$ cat src/rtl/knn_scan_ctrl.sv
// Query capture, distance-unit scan and nearest-neighbour result streaming.
// Define KNN_DIST_STREAM_EN to also stream every per-point distance first.
module knn_scan_ctrl #(
  parameter int NUMBER_ELEMENTS = 6,
  parameter int DATA_WIDTH      = 32,
  parameter int CLASS_WIDTH     = 8,
  parameter int IDX_WIDTH       = 3
) (
  input  logic                   clk,
  input  logic                   rst,
  input  logic                   s_axis_tvalid,
  output logic                   s_axis_tready,
  input  logic [DATA_WIDTH-1:0]  s_axis_tdata,
  input  logic                   s_axis_tlast,
  output logic                   m_axis_tvalid,
  input  logic                   m_axis_tready,
  output logic [DATA_WIDTH-1:0]  m_axis_tdata,
  output logic                   m_axis_tlast,
  output logic [DATA_WIDTH-1:0]  query_x,
  output logic [DATA_WIDTH-1:0]  query_y,
  output logic                   dist_req_valid,
  input  logic                   dist_req_ready,
  output logic [IDX_WIDTH-1:0]   dist_req_idx,
  input  logic                   dist_rsp_valid,
  input  logic [IDX_WIDTH-1:0]   dist_rsp_idx,
  input  logic [DATA_WIDTH-1:0]  dist_rsp_data,
  input  logic [CLASS_WIDTH-1:0] dist_rsp_class,
  output logic                   busy,
  output logic                   err_frame
);

  typedef enum logic [2:0] {
    IDLE, GET_Y, ISSUE, DRAIN, SEND_D0, SEND_D1
`ifdef KNN_DIST_STREAM_EN
    , SEND_DIST
`endif
  } state_t;

  localparam logic [IDX_WIDTH-1:0] LAST_IDX =
    IDX_WIDTH'(NUMBER_ELEMENTS - 1);
  localparam logic [IDX_WIDTH:0] RSP_N =
    (IDX_WIDTH+1)'(NUMBER_ELEMENTS);

  state_t                 state, next;
  logic [IDX_WIDTH-1:0]   issue_cnt;
  logic [IDX_WIDTH:0]     rsp_cnt;
  logic [DATA_WIDTH-1:0]  best_dist;
  logic [IDX_WIDTH-1:0]   best_idx;
  logic [CLASS_WIDTH-1:0] best_class;
  logic [DATA_WIDTH-1:0]  res_word;
  logic                   s_hs, req_hs, rsp_ok;
  logic                   last_req, rsp_done;

`ifdef KNN_DIST_STREAM_EN
  logic [DATA_WIDTH-1:0] dist_buf [NUMBER_ELEMENTS];
`endif

  assign s_hs     = s_axis_tvalid & s_axis_tready;
  assign req_hs   = dist_req_valid & dist_req_ready;
  assign rsp_ok   = dist_rsp_valid &
                    (state == ISSUE || state == DRAIN);
  assign last_req = issue_cnt == LAST_IDX;
  assign rsp_done = rsp_cnt == RSP_N;
  assign dist_req_idx = issue_cnt;
  assign res_word = DATA_WIDTH'({best_idx, best_class});

  always_ff @(posedge clk or negedge rst) begin
    if (!rst) state <= IDLE;
    else      state <= next;
  end

  always_comb begin
    next           = state;
    s_axis_tready  = 1'b0;
    dist_req_valid = 1'b0;
    m_axis_tvalid  = 1'b0;
    m_axis_tdata   = '0;
    m_axis_tlast   = 1'b0;
    busy           = 1'b1;
    unique case (state)
      IDLE: begin
        busy          = 1'b0;
        s_axis_tready = 1'b1;
        if (s_axis_tvalid && !s_axis_tlast) next = GET_Y;
      end
      GET_Y: begin
        s_axis_tready = 1'b1;
        if (s_axis_tvalid) next = s_axis_tlast ? ISSUE : IDLE;
      end
      ISSUE: begin
        dist_req_valid = 1'b1;
        if (dist_req_ready && last_req) next = DRAIN;
      end
      DRAIN: begin
`ifdef KNN_DIST_STREAM_EN
        if (rsp_done) next = SEND_DIST;
`else
        if (rsp_done) next = SEND_D0;
`endif
      end
`ifdef KNN_DIST_STREAM_EN
      SEND_DIST: begin
        m_axis_tvalid = 1'b1;
        m_axis_tdata  = dist_buf[issue_cnt];
        if (m_axis_tready && last_req) next = SEND_D0;
      end
`endif
      SEND_D0: begin
        m_axis_tvalid = 1'b1;
        m_axis_tdata  = best_dist;
        if (m_axis_tready) next = SEND_D1;
      end
      SEND_D1: begin
        m_axis_tvalid = 1'b1;
        m_axis_tdata  = res_word;
        m_axis_tlast  = 1'b1;
        if (m_axis_tready) next = IDLE;
      end
      default: next = IDLE;
    endcase
  end

  // best_* only move during the scan, so output beats hold under stall
  always_ff @(posedge clk or negedge rst) begin
    if (!rst) begin
      query_x    <= '0;
      query_y    <= '0;
      issue_cnt  <= '0;
      rsp_cnt    <= '0;
      best_dist  <= '0;
      best_idx   <= '0;
      best_class <= '0;
      err_frame  <= 1'b0;
`ifdef KNN_DIST_STREAM_EN
      for (int i = 0; i < NUMBER_ELEMENTS; i++) dist_buf[i] <= '0;
`endif
    end else begin
      err_frame <= 1'b0;
      if (state == IDLE && s_hs) begin
        if (s_axis_tlast) err_frame <= 1'b1;
        else              query_x   <= s_axis_tdata;
      end
      if (state == GET_Y && s_hs) begin
        if (s_axis_tlast) begin
          query_y   <= s_axis_tdata;
          issue_cnt <= '0;
          rsp_cnt   <= '0;
        end else begin
          err_frame <= 1'b1;
        end
      end
      if (state == ISSUE && req_hs)
        issue_cnt <= last_req ? '0 : issue_cnt + 1'b1;
      if (rsp_ok) begin
        rsp_cnt <= rsp_cnt + 1'b1;
        if (rsp_cnt == '0 || dist_rsp_data < best_dist) begin
          best_dist  <= dist_rsp_data;
          best_idx   <= dist_rsp_idx;
          best_class <= dist_rsp_class;
        end
`ifdef KNN_DIST_STREAM_EN
        dist_buf[dist_rsp_idx] <= dist_rsp_data;
`endif
      end
      if (state == DRAIN && rsp_done) rsp_cnt <= '0;
`ifdef KNN_DIST_STREAM_EN
      if (state == SEND_DIST && m_axis_tready)
        issue_cnt <= last_req ? '0 : issue_cnt + 1'b1;
`endif
    end
  end

endmodule

$ cat config.mk
export PLATFORM = sky130hd
export DESIGN_NAME = knn_scan_ctrl
export DESIGN_NICKNAME = d
export VERILOG_FILES = /design/src/rtl/knn_scan_ctrl.sv
export SDC_FILE = /design/constraint.sdc
export NUM_CORES = 1
export LEC_CHECK = 0
export CORE_UTILIZATION = 35
export DETAILED_ROUTE_END_ITERATION = 12
export PLACE_DENSITY_LB_ADDON = 0.12
export SLEW_MARGIN = 20
export SYNTH_ARGS = -nofsm -noshare
export SYNTH_HDL_FRONTEND = slang
export SYNTH_SLANG_ARGS = --single-unit
$ cat constraint.sdc
create_clock -name clk -period 2.6 [get_ports clk]
set_input_delay 0.52 -clock clk [delete_from_list [all_inputs] [get_ports clk]]
set_output_delay 0.52 -clock clk [all_outputs]
set_load 0.02 [all_outputs]
==> results of run 1 <==
[cell families after synthesis]
family,Yosys count
XOR/XNOR,1
adder cells (fa/ha/maj),34
multiplexers,88
flip-flops,118
AND/OR/NAND/NOR,188
buffers and inverters,60
AO/OA/AOI/OAI,40
[layer usage]
metal	GRT usage (%)	up-vias	share of wire, %
met5	0	-	0
met1	23.3	2221	46
li1	-	2229	-
met3	5.48	19	4.9
met4	6.40	0	1.9
met2	29.0	121	47
[placed cells by master, fill, tap and decap left out, types with 22 or more instances in the layout]
cell	instances
sky130_fd_sc_hd__nand2_1	113
sky130_fd_sc_hd__dlymetal6s2s_1	33
sky130_fd_sc_hd__mux2_2	37
sky130_fd_sc_hd__inv_1	38
sky130_fd_sc_hd__nor3_1	22
sky130_fd_sc_hd__ha_1	25
sky130_fd_sc_hd__dfrtp_1	117
sky130_fd_sc_hd__mux2_4	40
sky130_fd_sc_hd__clkdlybuf4s50_1	145
[Yosys cell counts, types with 9 or more instances]
cell type	number	area share, %
sky130_fd_sc_hd__mux2_2	37	7.1
sky130_fd_sc_hd__mux2_4	40	10
sky130_fd_sc_hd__nand2_1	113	7.2
sky130_fd_sc_hd__mux2i_1	11	1.9
sky130_fd_sc_hd__nor2_1	19	1.2
sky130_fd_sc_hd__dfrtp_1	118	50
sky130_fd_sc_hd__o21ai_0	9	0.77
sky130_fd_sc_hd__a21oi_1	16	1.4
sky130_fd_sc_hd__inv_1	38	2.4
sky130_fd_sc_hd__ha_1	34	7.2
sky130_fd_sc_hd__nor3_1	22	1.9
sky130_fd_sc_hd__clkbuf_1	16	1.0
[worst max path at each step]
stage	cells after the start	startpoint	end	slack, ns
finish	9	dist_rsp_data[2]	best_class[5]	0.04
floorplan	8	dist_rsp_data[15]	best_class[0]	0.18
global route	11	dist_rsp_data[30]	best_class[3]	-0.03
global placement	9	dist_rsp_data[15]	best_dist[30]	-0.51
CTS	9	dist_rsp_data[11]	best_dist[3]	0.0009
detailed placement	9	dist_rsp_data[15]	best_dist[30]	-0.51
[power groups by stage]
stage,registers [mW],clock network [mW],logic [mW]
6_report,3.35,2.37,6.03
5_1_grt,3.48,2.51,6.48
4_1_cts,3.36,2.43,5.68
3_5_place_dp,3.38,0,5.58
3_3_place_gp,3.35,0,5.48
2_1_floorplan,3.90,0,2.99
[worst max-delay path: cells and delay by family]
family / cells / cell delay [ns]
buffers and inverters: 3 / 0.78
muxes: 1 / 0.29
and+or+nand+nor: 1 / 0.42
AOI/OAI and AO/OA: 3 / 0.53
adders and majority gates: 1 / 0.30
[sequential cells by signal (all words and copies together), names as in the netlist]
| signal | cells |
|---|---|
| best_dist | 32 |
| query_x | 32 |
| query_y | 32 |
| best_class | 8 |
| rsp_cnt | 4 |
| best_idx | 3 |
| dist_req_idx | 3 |
| state | 3 |
| err_frame | 1 |
[final cells by class]
type	count	share of cell area [%]
Inverter	38	1.58
Clock buffer	19	4.90
Multi-Input combinational cell	351	30.9
Timing Repair Buffer	214	25.2
Clock inverter	13	1.73
Tap cell	220	3.04
Sequential cell	118	32.7
[per-stage QoR]
stage          utilization (%)  hold WS (ns)  setup TNS [ns]  power [mW]  instance area, um2
6_report                  54.7         0.188               0        11.7                9040
5_1_grt                   54.7         0.226          -0.644        12.5                9040
4_1_cts                   53.1         0.227               0        11.5                8780
3_5_place_dp              49.2         0.461          -20.89        8.96                8130
3_3_place_gp              49.2         0.458          -21.15        8.82                8130
2_1_floorplan                -         0.224               0        6.88                5880
[timing repair]
action	CTS	global route
setup endpoints to repair	50	64
hold buffers	0	0
gates resized for setup	12	43
gates cloned	0	2
buffers inserted	2	2
endpoints found under the hold margin	0	0
pin swaps	5	14
==> insert_results.sql, run 1 <==
INSERT INTO impl_metrics (metric_group, metric, value, unit) VALUES
('detailed_routing', 'routed_wirelength', '15400', 'um'),
('die', 'chipWidth', '132', 'um'),
('placement', 'detailedPlace.worstSlack', '-0.511', 'ns'),
('die', 'pin_count', '187', ''),
('layout', 'fraction_of_final_layout_cells_sized_beyond_drive_strength_1', '20.7', '%'),
('critical_path', 'worstReg2RegEnd', 'best_class[5]', ''),
('logic_synthesis', 'synthCells', '529', ''),
('clock_tree', 'tritoncts', 'yes', ''),
('placement', 'buffer_ports.inserted', '186', ''),
('critical_path', 'critPathRequiredTime', '2.89', 'ns'),
('global_routing', 'grt_antenna_before_repair', '0', ''),
('power', 'internal_power', '7.59', 'mW'),
('critical_path', 'crit-reg2reg-launch', 'best_dist[10]', ''),
('clock_tree', 'cts_buffers', '17', ''),
('die', 'floorplan.die_area', '17300', 'um2'),
('min_path', 'hold_path_class', 'input port to async pin', ''),
('clock_tree', 'cell_at_the_root_of_the_clock_tree', 'sky130_fd_sc_hd__clkbuf_16', ''),
('critical_path', 'cpMaxStageDelayCell', 'sky130_fd_sc_hd__clkdlybuf4s50_1', ''),
('detailed_routing', 'via_density_per_instance', '4.72', ''),
('global_routing', 'grt_pass1_vias', '4727', ''),
('logic_synthesis', 'yosys-mux-area-fraction', '19.2', '%'),
('timing', 'fin_crit_share', '98.3', '%'),
('power', 'power_frac_comb', '51.3', '%'),
('clock_tree', 'numClockSinks', '118', ''),
('global_routing', 'grt_pass1_wl', '24800', 'um'),
('layout', 'finish.net_count', '856', ''),
('timing', 'max_slew_headroom_at_the_worst_pin', '56.1', '%'),
('critical_path', 'startpoint_type', 'input port', ''),
('critical_path', 'cp_data_arrival_time', '2.85', 'ns'),
('timing', 'max_freq', '391', 'MHz'),
('global_routing', 'global_route.usage.total', '18.2', '%'),
('flow_run', 'max_cap_viol_count', '0', ''),
('logic_synthesis', 'yosysSeqAreaShare', '50.2', '%'),
('outcome', 'outcome', 'completed', ''),
('detailed_routing', 'ant_nets', '0', ''),
('placement', 'place_inst', '935', ''),
('logic_synthesis', 'synth-seq-cells', '118', ''),
('layout', 'num-fill-cells', '1435', ''),
('placement', 'detailed_place_hpwl', '10500', 'um'),
('clock_tree', 'cts.htree.levels', '4', ''),
('logic_synthesis', 'synthDistinctLibCells', '41', ''),
('timing', 'hold_viol_final', '0', ''),
('power', 'worst_ir_drop_vdd', '0.599', 'mV'),
('clock_tree', 'max-clock-path-buffers', '2', ''),
('logic_synthesis', 'syn_area', '5880', 'um2'),
('critical_path', 'setup_crit_end_kind', 'flip-flop', ''),
('power', 'power.share.switching', '35.4', '%'),
('critical_path', 'criticalPathCategory', 'input port to flip-flop', ''),
('global_routing', 'maximum_number_of_pins_on_one_net_before_global_route_repair', '119', ''),
('logic_synthesis', 'async_flop_share', '100', '%'),
('clock_tree', 'insertion_delay', '0.41', 'ns'),
('power', 'cellPowerDensity', '1300', 'nW/um2'),
('die', 'std_cell_rows', '47', ''),
('logic_synthesis', 'post_synthesis_simple_gate_area_fraction', '14.2', '%'),
('logic_synthesis', 'synthXorXnorAreaFrac', '0.149', '%'),
('logic_synthesis', 'synthesis.nets', '645', ''),
('layout', 'area_growth_syn_to_layout', '53.7', '%'),
('logic_synthesis', 'yosysWarnings', '0', ''),
('detailed_routing', 'route.vias.total', '4590', ''),
('layout', 'multi_input_comb_area', '2800', 'um2'),
('timing', 'fin_crit', '2.56', 'ns'),
('logic_synthesis', 'synthesis.area_per_instance', '11.1', 'um2'),
('logic_synthesis', 'post_synthesis_compound_gate_area_fraction', '4.47', '%'),
('critical_path', 'crit_path_cell_trace', 'clkdlybuf4s50_1 -> ha_1 -> o21ai_0 -> a221oi_2 -> nor4_4 -> a2bb2oi_4 -> buf_12 -> clkbuf_16 -> mux2_4', ''),
('logic_synthesis', 'count_of_flip_flops_with_a_built_in_enable_after_synthesis', '0', ''),
('logic_synthesis', 'post_synth_fa_ha_maj_area_fraction', '7.23', '%'),
('power', 'seq_pwr_share', '28.5', '%'),
('placement', 'routabilityCongestion', '0.791', ''),
('detailed_routing', 'route.detailed.wl_per_inst', '15.8', 'um'),
('power', 'power_frac_clock', '20.2', '%'),
('detailed_routing', 'drt_first_iter_violations', '159', '');
(Power assumes the default switching activity.)
==> run 2, diff against run 1 <==
- CTS_CLUSTER_SIZE: default -> 28
- SLEW_MARGIN: 20 -> 40
==> results of run 2 <==
Final layout, timing and power as in run 1 (identical DEF).
==> run 3, diff against run 2 <==
- CORE_ASPECT_RATIO: default -> 1.2
- clock period: 2.6 -> 3 ns (I/O delays scaled with it)
==> insert_results.sql, run 3 (same netlist as run 1, synthesis figures left out) <==
INSERT INTO impl_metrics (metric_group, metric, value, unit) VALUES
('detailed_routing', 'routed_wirelength', '14900', 'um'),
('detailed_routing', 'via_density_per_instance', '4.79', ''),
('critical_path', 'cp_slowest_stage_delay', '0.44', 'ns'),
('critical_path', 'worstReg2RegEnd', 'best_class[1]', ''),
('layout', 'multi_input_comb_area', '2670', 'um2'),
('critical_path', 'critical_path.max_fanout', '24', ''),
('critical_path', 'critical_path.endpoint', 'best_class[1]', ''),
('clock_tree', 'tritoncts', 'yes', ''),
('global_routing', 'global_route.usage.total', '17.7', '%'),
('critical_path', 'critPathRequiredTime', '3.28', 'ns'),
('layout', 'mostFrequentLayoutCell', 'sky130_fd_sc_hd__clkdlybuf4s50_1', ''),
('timing', 'worst_hold_slack', '0.210', 'ns'),
('clock_tree', 'cts_setup_buffers', '0', ''),
('flow_run', 'max_cap_viol_count', '0', ''),
('detailed_routing', 'drt_first_iter_violations', '144', ''),
('timing', 'hold_viol_final', '0', ''),
('critical_path', 'cp_num_buf_inv', '2', ''),
('critical_path', 'crit-reg2reg-launch', 'best_dist[15]', ''),
('timing', 'tightestPinTransition', '0.670', 'ns'),
('critical_path', 'crit_path_cell_trace', 'clkdlybuf4s50_1 -> ha_1 -> nand4_1 -> or3_1 -> a221oi_2 -> nor4_2 -> a2bb2oi_4 -> buf_12 -> mux2_4', ''),
('clock_tree', 'insertion_delay', '0.41', 'ns'),
('critical_path', 'setup_crit_end_kind', 'flip-flop', ''),
('layout', 'num-fill-cells', '1491', ''),
('power', 'worst_ir_drop_vdd', '0.476', 'mV'),
('global_routing', 'grt_pass1_wl', '23600', 'um'),
('layout', 'seq_area', '2950', 'um2'),
('critical_path', 'cpMaxStageDelayCell', 'sky130_fd_sc_hd__or3_1', ''),
('clock_tree', 'clkTransAtPathRegs', '0.05', 'ns'),
('critical_path', 'criticalPathCategory', 'input port to flip-flop', ''),
('layout', 'insertedDiodeCount', '0', ''),
('timing', 'maxSlewViolCount', '0', ''),
('global_routing', 'maximum_number_of_pins_on_one_net_before_global_route_repair', '52', ''),
('die', 'std_cell_rows', '51', ''),
('clock_tree', 'numClockSinks', '118', ''),
('detailed_routing', 'ant_nets', '0', ''),
('clock_tree', 'cts_buffers', '17', ''),
('timing', 'skew', '0.00994', 'ns'),
('critical_path', 'worst_path_dominant_cell_family', 'simple AND/OR/NAND/NOR gates', ''),
('layout', 'final_cell_mix', 'sky130_fd_sc_hd__clkdlybuf4s50_1 (185), sky130_fd_sc_hd__dfrtp_1 (117), sky130_fd_sc_hd__nand2_1 (113), sky130_fd_sc_hd__mux2_4 (40), sky130_fd_sc_hd__inv_1 (38)', ''),
('critical_path', 'reg2regPathDepth', '9', ''),
('power', 'power.leakage', '4.09', 'nW'),
('timing', 'max_slew_headroom_at_the_worst_pin', '55.3', '%'),
('detailed_routing', 'route.vias.total', '4603', ''),
('critical_path', 'cp_data_arrival_time', '3.12', 'ns'),
('critical_path', 'timing.critical_path.from', 'dist_rsp_data[15]', ''),
('layout', 'fraction_of_final_layout_cells_sized_beyond_drive_strength_1', '18.7', '%'),
('global_routing', 'overflow_left_after_global_routing', '0', ''),
('outcome', 'outcome', 'completed', ''),
('timing', 'endpoints_failing_setup', '0', ''),
('placement', 'detailedPlace.worstSlack', '-0.419', 'ns'),
('clock_tree', 'max-clock-path-buffers', '2', ''),
('timing', 'fin_setup_tns', '0', 'ns'),
('detailed_routing', 'route.detailed.drc', '0', ''),
('timing', 'max_freq', '353', 'MHz'),
('die', 'floorplan.die_area', '17300', 'um2'),
('placement', 'buffer_ports.inserted', '186', ''),
('placement', 'routabilityCongestion', '0.838', ''),
('critical_path', 'minimum_setup_slack_among_reg_to_reg_paths', '0.40', 'ns'),
('global_routing', 'grt_pass1_vias', '4759', ''),
('layout', 'largest_registers', 'best_dist: 32 flops, query_x: 32 flops, query_y: 32 flops', ''),
('clock_tree', 'cts.htree.levels', '4', ''),
('critical_path', 'worst-path-stages', '9', ''),
('min_path', 'hold_path_class', 'input port to async pin', ''),
('die', 'die_h', '144', 'um'),
('die', 'pin_count', '187', ''),
('die', 'initial_utilization', '36.0', '%'),
('layout', 'finish.net_count', '852', ''),
('timing', 'fin_crit_share', '94.5', '%'),
('detailed_routing', 'route.detailed.wl_per_inst', '15.5', 'um'),
('clock_tree', 'cell_at_the_root_of_the_clock_tree', 'sky130_fd_sc_hd__clkbuf_16', ''),
('timing', 'unrepaired_setup_endpoints_after_global_routing', 'false', ''),
('critical_path', 'startpoint_type', 'input port', ''),
('global_routing', 'grt_antenna_before_repair', '0', ''),
('timing', 'worst_slack', '0.164', 'ns'),
('layout', 'area_growth_syn_to_layout', '48.2', '%'),
('timing', 'fin_crit', '2.84', 'ns'),
('detailed_routing', 'dr.pass1.iters', '4', ''),
('die', 'core_area', '16300', 'um2'),
('power', 'cellPowerDensity', '1120', 'nW/um2'),
('die', 'chipWidth', '120', 'um'),
('placement', 'detailed_place_hpwl', '11100', 'um');
run 3: changes by cell type in the layout (fill, tap and decap cells not counted), sizes merged:
cell	previous run	this run
clkdlybuf4s50	145	185
dlymetal6s2s	33	0
dlygate4sd2	7	0
clkinvlp	5	2
buf	27	25
clkbuf	21	22
clkinv	5	4
run 3: worst min-delay path by stage:
| stage | cells past startpoint | endpoint | from | slack (ns) |
|---|---|---|---|---|
| after global routing | 1 | query_x[7] | rst | 0.26 |
| after global placement | 2 | query_y[16] | query_y[16] | 0.46 |
| after floorplan | 0 | best_class[0] | rst | 0.30 |
| after detailed placement | 2 | query_y[21] | query_y[21] | 0.46 |
| final | 1 | query_x[7] | rst | 0.21 |
| after CTS | 1 | query_x[7] | rst | 0.24 |
run 3: final cells by class:
| cell class | instances | share of cell area, % |
|---|---|---|
| well taps | 212 | 3.04 |
| inverters | 38 | 1.64 |
| multi-input cells | 351 | 30.6 |
| clock inverters | 9 | 1.43 |
| flip-flops and latches | 118 | 33.9 |
| repair buffers | 210 | 24.0 |
| clock buffers | 22 | 5.44 |
run 3: what timing repair did:
action / 4_1_cts / 5_1_grt
setup endpoints to repair: 0 / 24
hold buffers: 0 / 0
gates resized for setup: 0 / 1
run 3: stage by stage:
stage,instances,area [um2],total power [mW],util (%)
6_report,960,8720,9.74,53.4
5_1_grt,960,8720,10.4,53.4
4_1_cts,960,8710,9.85,53.3
3_5_place_dp,929,8110,7.75,49.7
3_3_place_gp,929,8110,7.60,49.7
2_1_floorplan,529,5880,5.97,-
run 3: per-layer routing:
layer / vias to the layer above / global-route usage [%] / part of all wire (%)
met1: 2247 / 20.2 / 42
met4: 0 / 7.54 / 1.9
li1: 2219 / - / -
met3: 21 / 4.46 / 4.7
met2: 116 / 31.3 / 51
met5: - / 0 / 0
run 3: power by group:
group / total [mW] / internal, mW / switching [mW] / leakage (nW)
clock: 2.06 / 1.36 / 0.694 / 0.292
sequential: 2.93 / 2.41 / 0.522 / 1.46
combinational: 4.76 / 2.57 / 2.19 / 2.35
